$ cat src/rtl/crc_stream.sv
// ---------------------------------------------------------------------------
// crc_stream
//   Streaming multi-hash CRC engine for the bloom-filter datapath. A string of
//   any length arrives as beats of BYTES_PER_CYCLE bytes. N_HASH CRC channels
//   share one polynomial and differ only in their init value. After the final
//   beat, every hash and the byte length are presented on a registered,
//   back-pressurable result port.
//
// Ports
//   clk_i        clock
//   rst_n_i      asynchronous active-low reset
//   data_i       byte lanes, lane 0 holds the earliest byte
//   valid_i      beat valid
//   eop_i        last beat of the string
//   empty_i      unused high lanes on the eop beat
//   ready_o      beat accepted when valid_i && ready_o
//   res_o        CRC results, channel i at [i*WIDTH +: WIDTH]
//   len_o        string length in bytes (saturating)
//   res_valid_o  result valid
//   res_ready_i  result consumed when res_valid_o && res_ready_i
//   err_o        sticky protocol error (bad empty_i or length saturation)
// ---------------------------------------------------------------------------
module crc_stream #(
  parameter int                             BYTE_W          = 8,
  parameter int                             WIDTH           = 16,
  parameter logic [63:0]                    POLY            = 64'h8D95,
  parameter int                             N_HASH          = 4,
  parameter logic [N_HASH-1:0][WIDTH-1:0]   INIT_VEC        = {16'h0001, 16'h00FF, 16'h0F0F, 16'hFFFF},
  parameter int                             BYTES_PER_CYCLE = 4,
  parameter int                             LEN_W           = 16
) (
  input  logic                              clk_i,
  input  logic                              rst_n_i,
  input  logic [BYTES_PER_CYCLE*BYTE_W-1:0] data_i,
  input  logic                              valid_i,
  input  logic                              eop_i,
  input  logic [$clog2(BYTES_PER_CYCLE):0]  empty_i,
  output logic                              ready_o,
  output logic [N_HASH*WIDTH-1:0]           res_o,
  output logic [LEN_W-1:0]                  len_o,
  output logic                              res_valid_o,
  input  logic                              res_ready_i,
  output logic                              err_o
);

  localparam int                 LANES_W = BYTES_PER_CYCLE * BYTE_W;
  localparam int                 EMPTY_W = $clog2(BYTES_PER_CYCLE) + 1;
  localparam int                 SUM_W   = LEN_W + 1;
  localparam logic [EMPTY_W-1:0] BPC_E   = EMPTY_W'(BYTES_PER_CYCLE);
  localparam logic [WIDTH-1:0]   POLY_W  = POLY[WIDTH-1:0];

  // Parameter sanity checks, resolved at elaboration.
  if (WIDTH < BYTE_W) begin : g_chk_width
    $error("crc_stream: WIDTH must be >= BYTE_W");
  end
  if (WIDTH < 64) begin : g_chk_poly
    if (POLY >= (64'd1 << WIDTH)) begin : g_bad_poly
      $error("crc_stream: POLY must be < 2**WIDTH");
    end
  end
  if (BYTES_PER_CYCLE < 1) begin : g_chk_bpc
    $error("crc_stream: BYTES_PER_CYCLE must be >= 1");
  end

  // MSB-first, non-reflected CRC over one byte.
  function automatic logic [WIDTH-1:0] crc_byte(input logic [WIDTH-1:0]  crc,
                                                input logic [BYTE_W-1:0] d);
    logic [WIDTH-1:0] c;
    logic             fb;
    c = crc;
    for (int b = BYTE_W - 1; b >= 0; b--) begin
      fb = c[WIDTH-1] ^ d[b];
      c  = c << 1;
      if (fb) c = c ^ POLY_W;
    end
    return c;
  endfunction

  // Apply the first nvld lanes, lane 0 first.
  function automatic logic [WIDTH-1:0] crc_beat(input logic [WIDTH-1:0]   crc,
                                                input logic [LANES_W-1:0] d,
                                                input logic [EMPTY_W-1:0] nvld);
    logic [WIDTH-1:0] c;
    c = crc;
    for (int l = 0; l < BYTES_PER_CYCLE; l++) begin
      if (l < int'(nvld)) c = crc_byte(c, d[l*BYTE_W +: BYTE_W]);
    end
    return c;
  endfunction

  // Saturating length add; MSB of the result flags that saturation occurred.
  function automatic logic [SUM_W-1:0] sat_add(input logic [LEN_W-1:0]   len,
                                               input logic [EMPTY_W-1:0] inc);
    logic [SUM_W-1:0] sum;
    sum = {1'b0, len} + SUM_W'(inc);
    if (sum[LEN_W]) return {1'b1, {LEN_W{1'b1}}};
    return sum;
  endfunction

  logic [N_HASH-1:0][WIDTH-1:0] crc_p0;
  logic [N_HASH-1:0][WIDTH-1:0] crc_nxt;
  logic [LEN_W-1:0]             len_p0;
  logic [SUM_W-1:0]             len_sum;
  logic [EMPTY_W-1:0]           nvld;
  logic                         empty_bad;
  logic                         accept;

  // Result held and not being drained: stall every beat, eop or not, so that
  // ready_o never depends on eop_i.
  assign ready_o = !res_valid_o || res_ready_i;
  assign accept  = valid_i && ready_o;

  // An out-of-range empty_i turns the final beat into a zero-byte beat.
  always_comb begin
    empty_bad = eop_i && (empty_i >= BPC_E);
    nvld      = BPC_E;
    if (eop_i) nvld = empty_bad ? '0 : (BPC_E - empty_i);
  end

  always_comb begin
    crc_nxt = crc_p0;
    for (int i = 0; i < N_HASH; i++) begin
      crc_nxt[i] = crc_beat(crc_p0[i], data_i, nvld);
    end
  end

  assign len_sum = sat_add(len_p0, nvld);

  // ---- stage p0: per-string accumulators; result register on eop ----
  always_ff @(posedge clk_i or negedge rst_n_i) begin
    if (!rst_n_i) begin
      crc_p0      <= INIT_VEC;
      len_p0      <= '0;
      res_o       <= '0;
      len_o       <= '0;
      res_valid_o <= 1'b0;
      err_o       <= 1'b0;
    end else begin
      if (res_valid_o && res_ready_i) res_valid_o <= 1'b0;
      if (accept) begin
        if (eop_i) begin
          // Emit this string and restart the accumulators with no bubble.
          res_o       <= crc_nxt;
          len_o       <= len_sum[LEN_W-1:0];
          res_valid_o <= 1'b1;
          crc_p0      <= INIT_VEC;
          len_p0      <= '0;
        end else begin
          crc_p0 <= crc_nxt;
          len_p0 <= len_sum[LEN_W-1:0];
        end
        if (empty_bad || len_sum[LEN_W]) err_o <= 1'b1;
      end
    end
  end

endmodule
$ cat config.mk
export PLATFORM = sky130hd
export DESIGN_NAME = crc_stream
export DESIGN_NICKNAME = d
export VERILOG_FILES = /design/src/rtl/crc_stream.sv
export SDC_FILE = /design/constraint.sdc
export NUM_CORES = 1
export LEC_CHECK = 0
export ABC_AREA = 1
export ABC_CLOCK_PERIOD_IN_PS = 6690
export CORE_ASPECT_RATIO = 1.25
export CORE_MARGIN = 5
export CORE_UTILIZATION = 43
export CTS_BUF_LIST = sky130_fd_sc_hd__clkbuf_2 sky130_fd_sc_hd__clkbuf_4 sky130_fd_sc_hd__clkbuf_8
export DETAILED_ROUTE_END_ITERATION = 10
export DONT_BUFFER_PORTS = 1
export MAX_ROUTING_LAYER = met4
export PLACE_DENSITY = 0.61
export SYNTH_ARGS = -nofsm -noshare
export SYNTH_HDL_FRONTEND = slang
export SYNTH_SLANG_ARGS = --single-unit
export TNS_END_PERCENT = 10
$ cat constraint.sdc
create_clock -name clk_i -period 6.69 [get_ports clk_i]
set_input_delay 1.0035 -clock clk_i [delete_from_list [all_inputs] [get_ports clk_i]]
set_output_delay 1.0035 -clock clk_i [all_outputs]
set_load 0.01 [all_outputs]
==> qor.json <==
{
  "outcome": "complete, no violations",
  "timing.final.crit_period_ns": 6.35,
  "postPlaceCellArea_sq_um": 24300,
  "netlist-cell-type-count": 57,
  "nets": 3531,
  "critPathMostFrequentCell": "sky130_fd_sc_hd__nand2_2",
  "grt_first_pass_wirelength_mm": 127,
  "h-tree-depth": 4,
  "cts_buffers": 17,
  "worst_setup_hold_path_clk_slew_ns": 0.10,
  "die_x_microns": 207,
  "synth_seq_area_share": 0.196,
  "synth_seq_cells": 162,
  "grt_antenna_before_repair": 3,
  "avgRoutedWirePerCell_microns": 20.6,
  "drive_gt1_frac": 0.300,
  "drc": 0,
  "synth_top_area_frac": 0.178,
  "cp_top_family": "simple AND/OR/NAND/NOR gates",
  "yosysWarningCount": 0,
  "rr_startpoint": "crc_p0[14]",
  "viasPerCell": 5.28,
  "timing_max_transition_violations_final": 0,
  "critPathMaxFanout": 5,
  "min-delay-path-class": "in2async",
  "final_area_sq_um": 25700,
  "max_cap_viol_count": 0,
  "preCtsSetupSlack_ns": -0.214,
  "numClockSinks": 162,
  "routed_wl_mm": 85.3,
  "clock-root-buffer": "sky130_fd_sc_hd__clkbuf_8",
  "dp_cells": 4084,
  "timing.critical_path.slowest_cell_delay_ns": 0.66,
  "ys_top_cells_by_area": "sky130_fd_sc_hd__nand2_1 18%, sky130_fd_sc_hd__dfrtp_1 15%, sky130_fd_sc_hd__xor2_1 13%",
  "post-route-util": 0.533,
  "gr-usage-all-layers": 0.317,
  "grt.overflow.total": 0,
  "detail-route-antenna-nets": 0,
  "maximum_number_of_pins_on_one_net_before_global_route_repair": 163,
  "core-area_sq_um": 48200,
  "finalNonFillerCells": 4145,
  "number_of_buffer_cells_added_on_primary_ports": 0,
  "clock_tree.buffer_depth": 2,
  "critical_path.n_buffers_inverters": 6,
  "cp_data_required_time_ns": 7.07,
  "io_pins": 123,
  "final.period_utilization": 0.950,
  "endpoint_kind_of_the_worst_setup_timing_path": "flip-flop",
  "setup_viol_count_final": 0,
  "r2r_setup_slack_ns": 0.34,
  "floorplan.initialDensity": 0.434,
  "placementRows": 90,
  "endpoint": "res_o[7]",
  "fin_skew_ns": 0.0206,
  "detail_route.iter0.violations": 1665,
  "syn_avg_cell_area_sq_um": 6.64,
  "worst_path_max_delay_cell": "sky130_fd_sc_hd__dfstp_2",
  "dp_hpwl_mm": 70.3,
  "timing.critical_path.from_type": "flip-flop",
  "first_global_vias": 21000,
  "final_critical_path_setup_slack_ns": 0.336,
  "number_of_buffers_inserted_by_hold_repair_at_cts": 0,
  "fillerInstances": 4950,
  "dr_pass1_iterations": 6,
  "chipHeight_microns": 257,
  "timing_worst_setup_path_type": "reg2reg",
  "crit_path_start": "crc_p0[14]",
  "synth.cell_area_sq_um": 20900,
  "worstReg2RegEnd": "res_o[7]",
  "worst_pin_slew_ns": 1.16,
  "timing.critical_path.depth": 58,
  "fmax_mhz": 157,
  "timing.max_slew.rel_slack": 0.229,
  "syn_to_layout_area_delta_pct": 22.9,
  "dieArea_sq_um": 53200,
  "final_hold_viol_count": 0,
  "unrepaired_setup_endpoints_after_global_routing": "yes",
  "gp_routability_congestion": 1.04,
  "route.vias.total": 21900,
  "synth_cells": 3148,
  "post_synthesis_net_count": 3193,
  "r2r_cells": 58,
  "cp_data_arrival_time_ns": 6.74,
  "cts_tree": "yes",
  "clk-insertion-delay-late_ns": 0.50,
  "synth_top_area_cell": "sky130_fd_sc_hd__nand2_1"
}
[cell type report]
type	count	area, sq um	area share
inverters	330	1250	0.0487
clock buffers	21	270	0.0105
well taps	644	806	0.0314
clock inverters	11	154	0.00599
flip-flops and latches	162	4100	0.160
diodes	2	5.00	0.000195
multi-input cells	2561	15900	0.621
repair buffers	414	3160	0.123
[worst min-delay path by stage]
stage / start / depth (start not counted) / slack (ns) / end
after floorplan: len_p0[0] / 2 / 0.46 / len_p0[0]
after global placement: len_p0[0] / 2 / 0.48 / len_p0[0]
after detailed placement: len_p0[0] / 2 / 0.50 / len_p0[0]
after CTS: rst_n_i / 0 / 0.15 / res_o[30]
after global routing: rst_n_i / 0 / 0.17 / len_p0[6]
final: rst_n_i / 0 / 0.20 / res_o[40]
[cells in the mapped netlist, drive strengths merged]
cell / count
mux2i: 6
o21ai: 240
dfrtp: 129
o221ai: 3
o211ai: 5
nor2: 74
a21boi: 1
nand3: 400
o21bai: 2
clkbuf: 57
nor3: 6
a21o: 1
a32o: 2
inv: 328
nand2: 1209
dfstp: 33
fa: 1
a21oi: 35
or2: 37
xnor2: 99
xnor3: 2
a31oi: 1
nand4: 18
xor2: 364
a22oi: 1
o22ai: 29
ha: 4
nor4: 1
buf: 38
clkinv: 2
o31ai: 1
o21a: 4
nand3b: 15
[metrics by stage]
stage | hold WS [ns] | TNS (ns)
6_report | 0.196 | 0
2_1_floorplan | 0.459 | 0
5_1_grt | 0.165 | -0.900
3_5_place_dp | 0.497 | -7.66
3_3_place_gp | 0.477 | -3.00
4_1_cts | 0.151 | 0
[kinds of logic after synthesis]
group / Yosys count / share of synthesized area
simple gates: 1760 / 0.407
xor+xnor: 465 / 0.225
buf+inv: 425 / 0.0801
compound gates: 325 / 0.0858
flops: 162 / 0.196
mux: 6 / 0.00287
fa+ha+maj: 5 / 0.00335
[repair_timing]
action	in CTS	in global routing
gates resized for setup	0	177
setup endpoints to repair	0	111
setup buffers	0	27
[registers in the layout (all words and copies together) (netlist names)]
register	count
crc_p0	64
err_o	1
len_o	16
len_p0	16
res_o	64
res_valid_o	1
[metal layers]
metal | wire (microns) | global-route usage | vias up
met1 | 37100 | 0.413 | 10400
met5 | 0 | - | -
li1 | - | - | 10600
met2 | 39800 | 0.508 | 710
met4 | 3720 | 0.121 | 0
met3 | 4740 | 0.0377 | 160
[placed cells by master (no fill, tap or decap), drive strengths merged, types with 6 or more instances in the layout]
cell and count:
nand3 400, dfstp 33, nor3 6, inv 330, nand2 1209, clkbuf 21
xnor2 99, dfrtp 129, or2 37, buf 414, o22ai 29, a21oi 35
clkinv 6, xor2 364, nand4 18, mux2i 6, o21ai 240, nand3b 15
nor2 74
Power is left out: the tool's default activity adds up to more than one toggle a clock period on the data nets, which glitch-free logic cannot reach.
